<file path="config.mk">
export PLATFORM = sky130hd
export DESIGN_NAME = fetch_controller_flat
export DESIGN_NICKNAME = d
export VERILOG_FILES = /design/src/rtl/fetch_controller_if.sv /design/src/rtl/fetch_controller.sv /design/src/flat_wrapper.sv
export SDC_FILE = /design/constraint.sdc
export NUM_CORES = 1
export LEC_CHECK = 0
export BUFFER_PORTS_ARGS = -buffer_cell sky130_fd_sc_hd__buf_2
export CAP_MARGIN = 20
export CORE_UTILIZATION = 55
export DETAILED_ROUTE_END_ITERATION = 8
export GPL_TIMING_DRIVEN = 0
export PLACE_DENSITY_LB_ADDON = 0.12
export SLEW_MARGIN = 20
export SYNTH_ARGS = -nofsm -noshare
export SYNTH_HDL_FRONTEND = slang
export SYNTH_SLANG_ARGS = --single-unit
</file>
<file path="constraint.sdc">
create_clock -name clk_i -period 6.64 [get_ports clk_i]
set_clock_uncertainty 0.15 [all_clocks]
set_input_delay 0.664 -clock clk_i [delete_from_list [all_inputs] [get_ports clk_i]]
set_output_delay 0.664 -clock clk_i [all_outputs]
set_load 0.01 [all_outputs]
</file>
<file path="src/rtl/fetch_controller_if.sv">
// Bundle of the fetch controller's memory-side and decode-side signals.
// The controller takes the master view; the memory/decode environment takes the slave view.
interface fetch_controller_if;
  logic        start;
  logic [31:0] mem_addr;
  logic [31:0] mem_inst;
  logic        redirect_valid;
  logic [31:0] redirect_target;
  logic [31:0] inst;
  logic [31:0] inst_pc;
  logic        inst_valid;
  logic        inst_ready;
  logic        halted;

  modport master (
    input  start, mem_inst, redirect_valid, redirect_target, inst_ready,
    output mem_addr, inst, inst_pc, inst_valid, halted
  );

  modport slave (
    output start, mem_inst, redirect_valid, redirect_target, inst_ready,
    input  mem_addr, inst, inst_pc, inst_valid, halted
  );
endinterface

</file>
<file path="src/rtl/fetch_controller.sv">
// Instruction fetch controller: issues word addresses to a one-cycle-latency memory,
// buffers responses in an in-order FIFO for decode, and stops after a HALT opcode.
module fetch_controller #(
  parameter logic [31:0] BOOT_ADDR   = 32'd0,
  parameter int          MEM_WORDS   = 1024,
  parameter int          FIFO_DEPTH  = 4,
  parameter logic [7:0]  HALT_OPCODE = 8'h0F
) (
  input  logic               clk_i,
  input  logic               rst_i,
  fetch_controller_if.master bus
);

  localparam logic [31:0] PC_MASK  = 32'(MEM_WORDS - 1);
  localparam logic [31:0] BOOT_PC  = BOOT_ADDR & PC_MASK;
  localparam int          PTR_W    = (FIFO_DEPTH > 1) ? $clog2(FIFO_DEPTH) : 1;
  localparam int          CNT_W    = $clog2(FIFO_DEPTH + 1);
  localparam logic [PTR_W-1:0] LAST_PTR = PTR_W'(FIFO_DEPTH - 1);

  typedef enum logic [1:0] {S_IDLE, S_FETCH, S_DRAIN, S_HALTED} state_t;

  state_t           state_q, state_d;
  logic [31:0]      pc_q, pc_d;
  logic             inflight_q, inflight_d;
  logic [31:0]      inflight_pc_q, inflight_pc_d;
  logic [PTR_W-1:0] rd_ptr_q, rd_ptr_d;
  logic [PTR_W-1:0] wr_ptr_q, wr_ptr_d;
  logic [CNT_W-1:0] count_q, count_d;
  logic [31:0]      fifo_inst_q [FIFO_DEPTH];
  logic [31:0]      fifo_pc_q   [FIFO_DEPTH];

  logic active;
  logic issue;
  logic push;
  logic pop;
  logic flush;
  logic capture_halt;

  function automatic logic [PTR_W-1:0] ptr_inc(input logic [PTR_W-1:0] p);
    return (p == LAST_PTR) ? '0 : p + PTR_W'(1);
  endfunction

  always_comb begin
    state_d       = state_q;
    pc_d          = pc_q;
    inflight_d    = 1'b0;
    inflight_pc_d = inflight_pc_q;
    rd_ptr_d      = rd_ptr_q;
    wr_ptr_d      = wr_ptr_q;
    count_d       = count_q;
    issue         = 1'b0;
    push          = 1'b0;
    flush         = 1'b0;
    capture_halt  = 1'b0;
    active        = (state_q == S_FETCH) || (state_q == S_DRAIN);
    pop           = active && (count_q != '0) && bus.inst_ready;

    unique case (state_q)
      S_IDLE, S_HALTED: begin
        if (bus.start) begin
          state_d = S_FETCH;
          pc_d    = BOOT_PC;
        end
      end
      S_FETCH, S_DRAIN: begin
        if (bus.redirect_valid) begin
          // A pop in this cycle is still a completed transfer; everything else is dropped.
          flush   = 1'b1;
          pc_d    = bus.redirect_target & PC_MASK;
          state_d = S_FETCH;
        end else begin
          push         = inflight_q;
          capture_halt = push && (bus.mem_inst[31:24] == HALT_OPCODE);
          if (capture_halt) begin
            state_d = S_DRAIN;
          end else if ((state_q == S_FETCH) &&
                       ((int'(count_q) + int'(inflight_q)) < FIFO_DEPTH)) begin
            issue = 1'b1;
          end
          // Nothing is pushed while draining, so the last entry is the HALT word.
          if ((state_q == S_DRAIN) && pop && (count_q == CNT_W'(1))) begin
            state_d = S_HALTED;
          end
        end
      end
      default: state_d = S_IDLE;
    endcase

    if (issue) begin
      inflight_d    = 1'b1;
      inflight_pc_d = pc_q;
      pc_d          = (pc_q + 32'd1) & PC_MASK;
    end

    if (flush) begin
      rd_ptr_d = '0;
      wr_ptr_d = '0;
      count_d  = '0;
    end else begin
      if (pop)  rd_ptr_d = ptr_inc(rd_ptr_q);
      if (push) wr_ptr_d = ptr_inc(wr_ptr_q);
      count_d = count_q + CNT_W'(push) - CNT_W'(pop);
    end
  end

  always_ff @(posedge clk_i) begin
    if (rst_i) begin
      state_q       <= S_IDLE;
      pc_q          <= BOOT_PC;
      inflight_q    <= 1'b0;
      inflight_pc_q <= '0;
      rd_ptr_q      <= '0;
      wr_ptr_q      <= '0;
      count_q       <= '0;
      for (int i = 0; i < FIFO_DEPTH; i++) begin
        fifo_inst_q[i] <= '0;
        fifo_pc_q[i]   <= '0;
      end
    end else begin
      state_q       <= state_d;
      pc_q          <= pc_d;
      inflight_q    <= inflight_d;
      inflight_pc_q <= inflight_pc_d;
      rd_ptr_q      <= rd_ptr_d;
      wr_ptr_q      <= wr_ptr_d;
      count_q       <= count_d;
      for (int i = 0; i < FIFO_DEPTH; i++) begin
        if (push && (wr_ptr_q == PTR_W'(i))) begin
          fifo_inst_q[i] <= bus.mem_inst;
          fifo_pc_q[i]   <= inflight_pc_q;
        end
      end
    end
  end

  assign bus.mem_addr   = pc_q;
  assign bus.inst_valid = active && (count_q != '0);
  assign bus.inst       = bus.inst_valid ? fifo_inst_q[rd_ptr_q] : '0;
  assign bus.inst_pc    = bus.inst_valid ? fifo_pc_q[rd_ptr_q] : '0;
  assign bus.halted     = (state_q == S_HALTED);

endmodule

</file>
<file path="src/flat_wrapper.sv">
// flat-port wrapper written by rule: the top's interface ports become plain ports
module fetch_controller_flat 
#(
  parameter logic [31:0] BOOT_ADDR   = 32'd0,
  parameter int          MEM_WORDS   = 1024,
  parameter int          FIFO_DEPTH  = 4,
  parameter logic [7:0]  HALT_OPCODE = 8'h0F
)
  (clk_i, rst_i, bus_start, bus_mem_inst, bus_redirect_valid, bus_redirect_target, bus_inst_ready, bus_mem_addr, bus_inst, bus_inst_pc, bus_inst_valid, bus_halted);
  fetch_controller_if bus_i ();
  input  logic clk_i;
  input  logic rst_i;
  input wire logic [$bits(bus_i.start)-1:0] bus_start;
  input wire logic [$bits(bus_i.mem_inst)-1:0] bus_mem_inst;
  input wire logic [$bits(bus_i.redirect_valid)-1:0] bus_redirect_valid;
  input wire logic [$bits(bus_i.redirect_target)-1:0] bus_redirect_target;
  input wire logic [$bits(bus_i.inst_ready)-1:0] bus_inst_ready;
  output wire logic [$bits(bus_i.mem_addr)-1:0] bus_mem_addr;
  output wire logic [$bits(bus_i.inst)-1:0] bus_inst;
  output wire logic [$bits(bus_i.inst_pc)-1:0] bus_inst_pc;
  output wire logic [$bits(bus_i.inst_valid)-1:0] bus_inst_valid;
  output wire logic [$bits(bus_i.halted)-1:0] bus_halted;
  assign bus_i.start = bus_start;
  assign bus_i.mem_inst = bus_mem_inst;
  assign bus_i.redirect_valid = bus_redirect_valid;
  assign bus_i.redirect_target = bus_redirect_target;
  assign bus_i.inst_ready = bus_inst_ready;
  assign bus_mem_addr = bus_i.mem_addr;
  assign bus_inst = bus_i.inst;
  assign bus_inst_pc = bus_i.inst_pc;
  assign bus_inst_valid = bus_i.inst_valid;
  assign bus_halted = bus_i.halted;
  fetch_controller #(.BOOT_ADDR(BOOT_ADDR), .MEM_WORDS(MEM_WORDS), .FIFO_DEPTH(FIFO_DEPTH), .HALT_OPCODE(HALT_OPCODE)) u_core (.clk_i(clk_i), .rst_i(rst_i), .bus(bus_i));
endmodule
</file>
==> results of run 1 <==
==> flip-flops by register name, summed over array words and instances (netlist names), named ones only <==
signal	count
u_core.bus.mem_addr	10
u_core.fifo_pc_q	40
u_core.state_q	2
u_core.fifo_inst_q	128
u_core.rd_ptr_q	2
u_core.inflight_pc_q	10
u_core.wr_ptr_q	2
u_core.count_q	3
u_core.inflight_q	1
==> power groups by stage <==
stage | Sequential (mW) | Combinational, mW | Clock (mW)
6_report | 1.43 | 0.196 | 0.989
5_1_grt | 1.43 | 0.212 | 1.04
4_1_cts | 1.43 | 0.194 | 0.987
3_5_place_dp | 1.46 | 0.193 | 0
3_3_place_gp | 1.45 | 0.187 | 0
2_1_floorplan | 1.45 | 0.123 | 0
==> worst max-delay path, delay by kind of cell (launching register included) <==
family	cells	cell delay, ns
and+or+nand+nor	2	0.88
buffers and inverters	3	0.61
adders and majority gates	1	0.38
DFF	1	0.37
==> routing by layer <==
metal / vias to the layer above / GRT usage (%) / share of wire, %
met5: - / 0 / 0
met4: 0 / 10.2 / 1.9
met3: 36 / 4.29 / 6.0
met2: 278 / 45.4 / 53
met1: 3135 / 31.0 / 40
li1: 2923 / - / -
==> placed cells by master (no fill, tap or decap), types with 3 or more instances in the layout <==
cell	n
nand3_1	6
inv_1	10
buf_4	44
nand4_1	4
clkbuf_16	17
nand2_1	34
nor3_1	8
a311oi_1	3
clkinv_1	5
a21o_4	3
a21oi_1	26
ha_1	11
conb_1	44
edfxtp_1	168
and2_1	42
and3_1	169
nor2_1	11
o21ai_0	4
mux4_2	42
and4_1	3
clkbuf_1	55
dfxtp_1	32
buf_2	107
==> Yosys cell counts (all sizes together) (2+ instances only) <==
cell type	count	area (um^2)
a211oi	2	15.0
a21o	5	37.5
a21oi	26	130
a221oi	2	17.5
a311oi	3	26.3
and2	42	263
and3	169	1060
and4	3	26.3
buf	52	369
clkbuf	51	191
dfxtp	32	641
edfxtp	168	5040
ha	11	138
inv	10	37.5
mux4	42	946
nand2	34	128
nand3	6	30.0
nand4	4	25.0
nor2	12	47.6
nor2b	2	12.5
nor3	8	40.0
o21ai	4	20.0
o31ai	2	15.0
or2	2	12.5
or3	2	12.5
xor2	2	17.5
==> final cells by class <==
class,count,area (um^2)
Clock inverter,11,106
Clock buffer,21,440
Buffer,103,561
Inverter,10,37.5
Fill cell,1292,5730
Sequential cell,200,5690
Tap cell,220,275
Timing Repair Buffer,101,520
Multi-Input combinational cell,443,3350
==> cells by family after synthesis <==
kind of cell	count (synthesis)	share of synthesized area (%)
compound gates	53	3.56
xor+xnor	3	0.278
fa+ha+maj	12	1.67
buf+inv	113	6.33
flops	200	60.2
mux	42	10.0
other cells	1	0.0397
simple gates	289	17.9
==> worst max-delay path by stage <==
stage | startpoint | to | slack (ns)
after floorplan | u_core.state_q[0] | u_core.fifo_inst_q[0][0] | 3.89
after global placement | rst_i | u_core.fifo_inst_q[0][6] | 2.92
after detailed placement | u_core.state_q[0] | u_core.count_q[1] | 3.53
after CTS | u_core.state_q[0] | bus_inst_pc[4] | 3.13
after global routing | u_core.state_q[0] | bus_inst[3] | 3.03
final | u_core.state_q[0] | bus_inst_pc[4] | 3.14
==> results.yml, run 1 <==
outcome:
  run_status: "completed"
logic_synthesis:
  syn-cell-area_um2: 9450
  dominantRegCellSynth: "edfxtp_1"
  synthCells: 713
  synth_sequential_area_ratio_pct: 60.2
  synth_register_bits: 200
  async_reset_ff_share_pct: 0
  synth_enable_flop_cells: 168
  avgSynthCellArea_um2: 13.2
  ys_types: 46
  yosys_warnings: 0
cts:
  root_buffer: "clkbuf_16"
  cts_setup_buffers: 0
  cts-htree-levels: 4
  cts.clk_slew.worst_paths_ns: 0.06
  insertion_delay_to_the_later_sink_of_the_worst_skew_pair_ns: 0.44
  cts_hold_buf: 0
  tritoncts.num_buffers: 17
  post_cts_resized: 0
  cts_tree: "yes"
  tritoncts_num_sinks: 200
  clock_path_buffers: 2
final_layout:
  layout-area-overhead-vs-synth_pct: 16.2
  share_of_layout_cells_above_drive_strength_1_pct: 25.2
  post-route-util_pct: 65.7
  finalNonFillerCells: 1109
  antenna-diode-count: 0
  fin_area_um2: 11000
  fin_nets: 957
timing:
  setup_viol_count_final: 0
  hold_viol: 0
  tightest_slew_ns: 0.794
  totalNegativeSetupSlack_ns: 0
  period_minus_ws_final_ns: 3.50
  final_max_slew_viol_count: 0
  hold-worst-slack_ns: 0.341
  setup_slack_ns: 3.14
  maxSlewHeadroom_pct: 46.9
  max_clock_freq_mhz: 286
  grt_setup_unrepaired: "no"
  final_min_period_over_clock_period_pct: 52.7
power:
  power_frac_seq_pct: 54.7
  power.share.combinational_pct: 7.5
  vdd_ir_drop_max_mv: 0.196
  power.net_switching_mw: 0.584
  internal_power_summed_over_all_cells_mw: 2.03
  netSwitchingFraction_pct: 22.3
  cellPowerDensity_nw_per_um2: 238
  pwr-share-clk_pct: 37.8
  power.static_leakage_nw: 4.95
  design_power_total_mw: 2.61
detailed_routing:
  antenna_violating_nets_post_route: 0
  firstDrtPassIters: 6
  first_iter_violations: 417
  viasPerCell: 5.75
  dr_total_vias: 6372
  detail_route.wirelength_um: 22000
  route.detailed.drc: 0
  wire_per_inst_um: 19.9
global_routing:
  antenna_found_initial: 0
  via_count_of_the_first_global_routing_pass: 6451
  maximum_number_of_pins_on_one_net_before_global_route_repair: 43
  gr-total-overflow: 0
  gr-usage-all-layers_pct: 25.6
  grt_pass1_wl_um: 34000
placement:
  placed_cells: 1077
  dpl-instance-area_um2: 10400
  post-place-ws_ns: 3.53
  place_hpwl_um: 14000
  globalplace.congestion: 0.819
  portBuffers: 100
worst_setup_path:
  r2r_cells: 10
  crit_required_ns: 5.83
  slowest_stage_cell_on_the_critical_path: "nor2_1"
  cpPeakStageDelay_ns: 0.65
  startpoint_kind_of_the_worst_setup_timing_path: "flip-flop"
  regToRegSetupSlack_ns: 3.54
  critical_path_arrival_ns: 2.69
  cp-end-kind: "primary output"
  reg2reg_from: "u_core.state_q[0]"
  path_class: "flip-flop to primary output"
  critical_path.reg2reg.endpoint: "u_core.count_q[1]"
  path_cells: "inv_1 -> ha_1 -> nor2_1 -> clkbuf_1 -> and2_1 -> buf_2"
  critPathMaxFanout: 10
run:
  max-cap-violations: 0
min_path:
  hold_path_class: "flip-flop to flip-flop"
  worstHoldStart: "u_core.rd_ptr_q[1]"
  timing.hold.worst_path_depth: 2
  hold_end: "u_core.rd_ptr_q[1]"
floorplan:
  core_um2: 16700
  design.die.area_um2: 17700
  io_pins: 167
  floorplan.die.height_um: 133
  num_rows: 47
  fp.dieW_um: 133
  floorplan.initialDensity_pct: 56.6
No activity file was read; power rests on OpenSTA's default activity.
==> run 2: changes to the inputs <==
--- a/config.mk
+++ b/config.mk
@@ -5,6 +5,7 @@
 export SDC_FILE = /design/constraint.sdc
 export NUM_CORES = 1
 export LEC_CHECK = 0
+export ABC_AREA = 1
 export BUFFER_PORTS_ARGS = -buffer_cell sky130_fd_sc_hd__buf_2
 export CAP_MARGIN = 20
 export CORE_UTILIZATION = 55
==> constraint.sdc (replaced) <==
create_clock -name clk_i -period 3.6 [get_ports clk_i]
set_clock_uncertainty 0.15 [all_clocks]
set_input_delay 0.36 -clock clk_i [delete_from_list [all_inputs] [get_ports clk_i]]
set_output_delay 0.36 -clock clk_i [all_outputs]
set_load 0.01 [all_outputs]
==> run 2 against run 1 <==
  * Clock power rose by 120%
  * Global-route usage rose by 0.17 points
  * First-iteration DRC count increased by 72%
  * Die area up 1.4%
  * Critical path depth rose by 2
==> results.yml, run 2 <==
outcome:
  run_status: "completed"
placement:
  globalplace.congestion: 0.831
  portBuffers: 100
  place_hpwl_um: 14100
  placed_cells: 1399
cts:
  cts_tree: "yes"
  tritoncts.num_buffers: 17
  cts_setup_buffers: 0
  cts_hold_buf: 0
  root_buffer: "clkbuf_16"
  cts.clk_slew.worst_paths_ns: 0.07
  tritoncts_num_sinks: 200
  clock_path_buffers: 2
  insertion_delay_to_the_later_sink_of_the_worst_skew_pair_ns: 0.44
  cts-htree-levels: 4
  post_cts_resized: 0
final_layout:
  largest_reg_flops: 128
  share_of_layout_cells_above_drive_strength_1_pct: 18.5
  fin_nets: 1279
  max_flop_register: "u_core.fifo_inst_q"
  most_used_cells_in_the_layout_excluding_fill_and_tap_cells: "nor2_1, edfxtp_1, buf_2"
  layout-area-overhead-vs-synth_pct: 17.3
  largestRegisters: "u_core.fifo_inst_q (128), u_core.fifo_pc_q (40)"
  most_common_cell_after_layout_fill_and_taps_aside: "nor2_1"
  finalNonFillerCells: 1431
  antenna-diode-count: 0
run:
  max-cap-violations: 0
worst_setup_path:
  reg2reg_from: "u_core.state_q[0]"
  critical_path.reg2reg.endpoint: "u_core.count_q[2]"
  critPathMaxFanout: 10
  cp-end-kind: "primary output"
  regToRegSetupSlack_ns: 0.79
  critical_path_arrival_ns: 2.55
  startpoint_kind_of_the_worst_setup_timing_path: "flip-flop"
  path_cells: "inv_1 -> ha_1 -> buf_6 -> inv_1 -> nand2_2 -> clkbuf_1 -> a21oi_1 -> buf_2"
  cpPeakStageDelay_ns: 0.36
  critical_path.most_common_cell: "inv_1"
  startpoint: "u_core.state_q[0]"
  path_class: "flip-flop to primary output"
  r2r_cells: 13
  worstSetupEndpoint: "bus_inst_pc[1]"
  slowest_stage_cell_on_the_critical_path: "dfxtp_1"
  crit_required_ns: 3.09
logic_synthesis:
  syn-cell-area_um2: 9580
  synth_register_bits: 200
  synth_area_leader_cell: "edfxtp_1"
  synth_top_area_share_pct: 52.7
  yosys_warnings: 0
  synth_enable_flop_cells: 168
  synth_area_leaders: "edfxtp_1, nor2_1, dfxtp_1"
  post-synth-top-count-cell: "nor2_1"
  ys_types: 32
  synth_sequential_area_ratio_pct: 59.4
  dominantRegCellSynth: "edfxtp_1"
  avgSynthCellArea_um2: 9.25
  async_reset_ff_share_pct: 0
  synth_commonest_cells: "nor2_1, edfxtp_1, o21ai_0"
  synthCells: 1035
timing:
  tightest_slew_ns: 0.745
  maxSlewHeadroom_pct: 50.3
  period_minus_ws_final_ns: 3.06
  setup_viol_count_final: 0
  totalNegativeSetupSlack_ns: 0
  final_min_period_over_clock_period_pct: 85.0
  grt_setup_unrepaired: "no"
  max_clock_freq_mhz: 327
  hold_viol: 0
  final_max_slew_viol_count: 0
power:
  power.net_switching_mw: 1.21
  cellPowerDensity_nw_per_um2: 470
  power.share.combinational_pct: 8.7
  design_power_total_mw: 5.28
  internal_power_summed_over_all_cells_mw: 4.07
  netSwitchingFraction_pct: 22.9
  power.static_leakage_nw: 4.92
  pwr-share-clk_pct: 41.1
  vdd_ir_drop_max_mv: 0.321
  power_frac_seq_pct: 50.2
min_path:
  hold_path_class: "primary input to flip-flop"
  timing.hold.worst_path_depth: 2
floorplan:
  io_pins: 167
  fp.dieW_um: 134
  core_um2: 16800
  design.die.area_um2: 17900
  floorplan.die.height_um: 134
  floorplan.initialDensity_pct: 56.9
  num_rows: 47
global_routing:
  grt_pass1_wl_um: 35400
  via_count_of_the_first_global_routing_pass: 6975
  gr-total-overflow: 0
  maximum_number_of_pins_on_one_net_before_global_route_repair: 43
  gr-usage-all-layers_pct: 25.8
  antenna_found_initial: 0
detailed_routing:
  detail_route.wirelength_um: 22300
  dr_total_vias: 7359
  firstDrtPassIters: 6
  wire_per_inst_um: 15.6
  antenna_violating_nets_post_route: 0
  first_iter_violations: 719
  route.detailed.drc: 0
  viasPerCell: 5.14
run 2: area by class of cell:
type | count | area, um^2
Sequential cell | 200 | 5690
Fill cell | 1374 | 5590
Multi-Input combinational cell | 696 | 3110
Buffer | 97 | 649
Timing Repair Buffer | 101 | 520
Clock buffer | 17 | 425
Inverter | 85 | 319
Tap cell | 220 | 275
Clock inverter | 15 | 248
run 2: how the worst min path moves through the flow:
stage,from,end,slack (ns)
6_report,rst_i,u_core.state_q[1],0.01
5_1_grt,rst_i,u_core.state_q[1],0.02
4_1_cts,rst_i,u_core.state_q[1],0.005
3_5_place_dp,u_core.state_q[1],u_core.state_q[1],0.35
3_3_place_gp,u_core.state_q[1],u_core.state_q[1],0.34
2_1_floorplan,rst_i,u_core.bus.mem_addr[0],0.28
run 2: worst max-delay path: cells and delay by family, from the launching register on:
kind / cells / cell delay [ns]
buf+inv: 5 / 0.91
flops: 1 / 0.36
compound gates: 1 / 0.31
fa+ha+maj: 1 / 0.30
simple gates: 1 / 0.23
run 2: logic make-up (layout without fill, tap and decap cells):
kind of cell	Yosys count	count (layout)	share of synthesized area [%]
XOR/XNOR	4	4	0.366
AO/OA/AOI/OAI	167	167	8.90
buffers and inverters	182	315	10.1
adder cells (fa/ha/maj)	12	12	1.65
flip-flops	200	200	59.4
other	1	44	0.0392
AND/OR/NAND/NOR	469	469	19.6
run 2: power groups by stage:
stage	Sequential (mW)	Clock, mW	Combinational [mW]
after floorplan	2.70	0	0.315
after global placement	2.70	0	0.444
after detailed placement	2.70	0	0.458
after CTS	2.65	2.17	0.461
after global routing	2.66	2.25	0.522
final	2.65	2.17	0.461
run 2: stage by stage:
stage	hold WS, ns	area (um^2)	utilization (%)	setup WS, ns
6_report	0.0101	11200	66.8	0.540
5_1_grt	0.0213	11200	66.8	0.386
4_1_cts	0.00495	11200	66.8	0.513
3_5_place_dp	0.353	10600	62.8	0.804
3_3_place_gp	0.343	10500	62.5	0.0771
2_1_floorplan	0.279	9740	-	0.857
run 2: metal layers:
metal	up-vias	routed length [um]	global-route usage (%)
met5	-	0	0
met4	0	336	9.03
met3	27	1240	3.36
met2	249	11100	44.0
met1	3467	9650	33.8
li1	3616	-	-
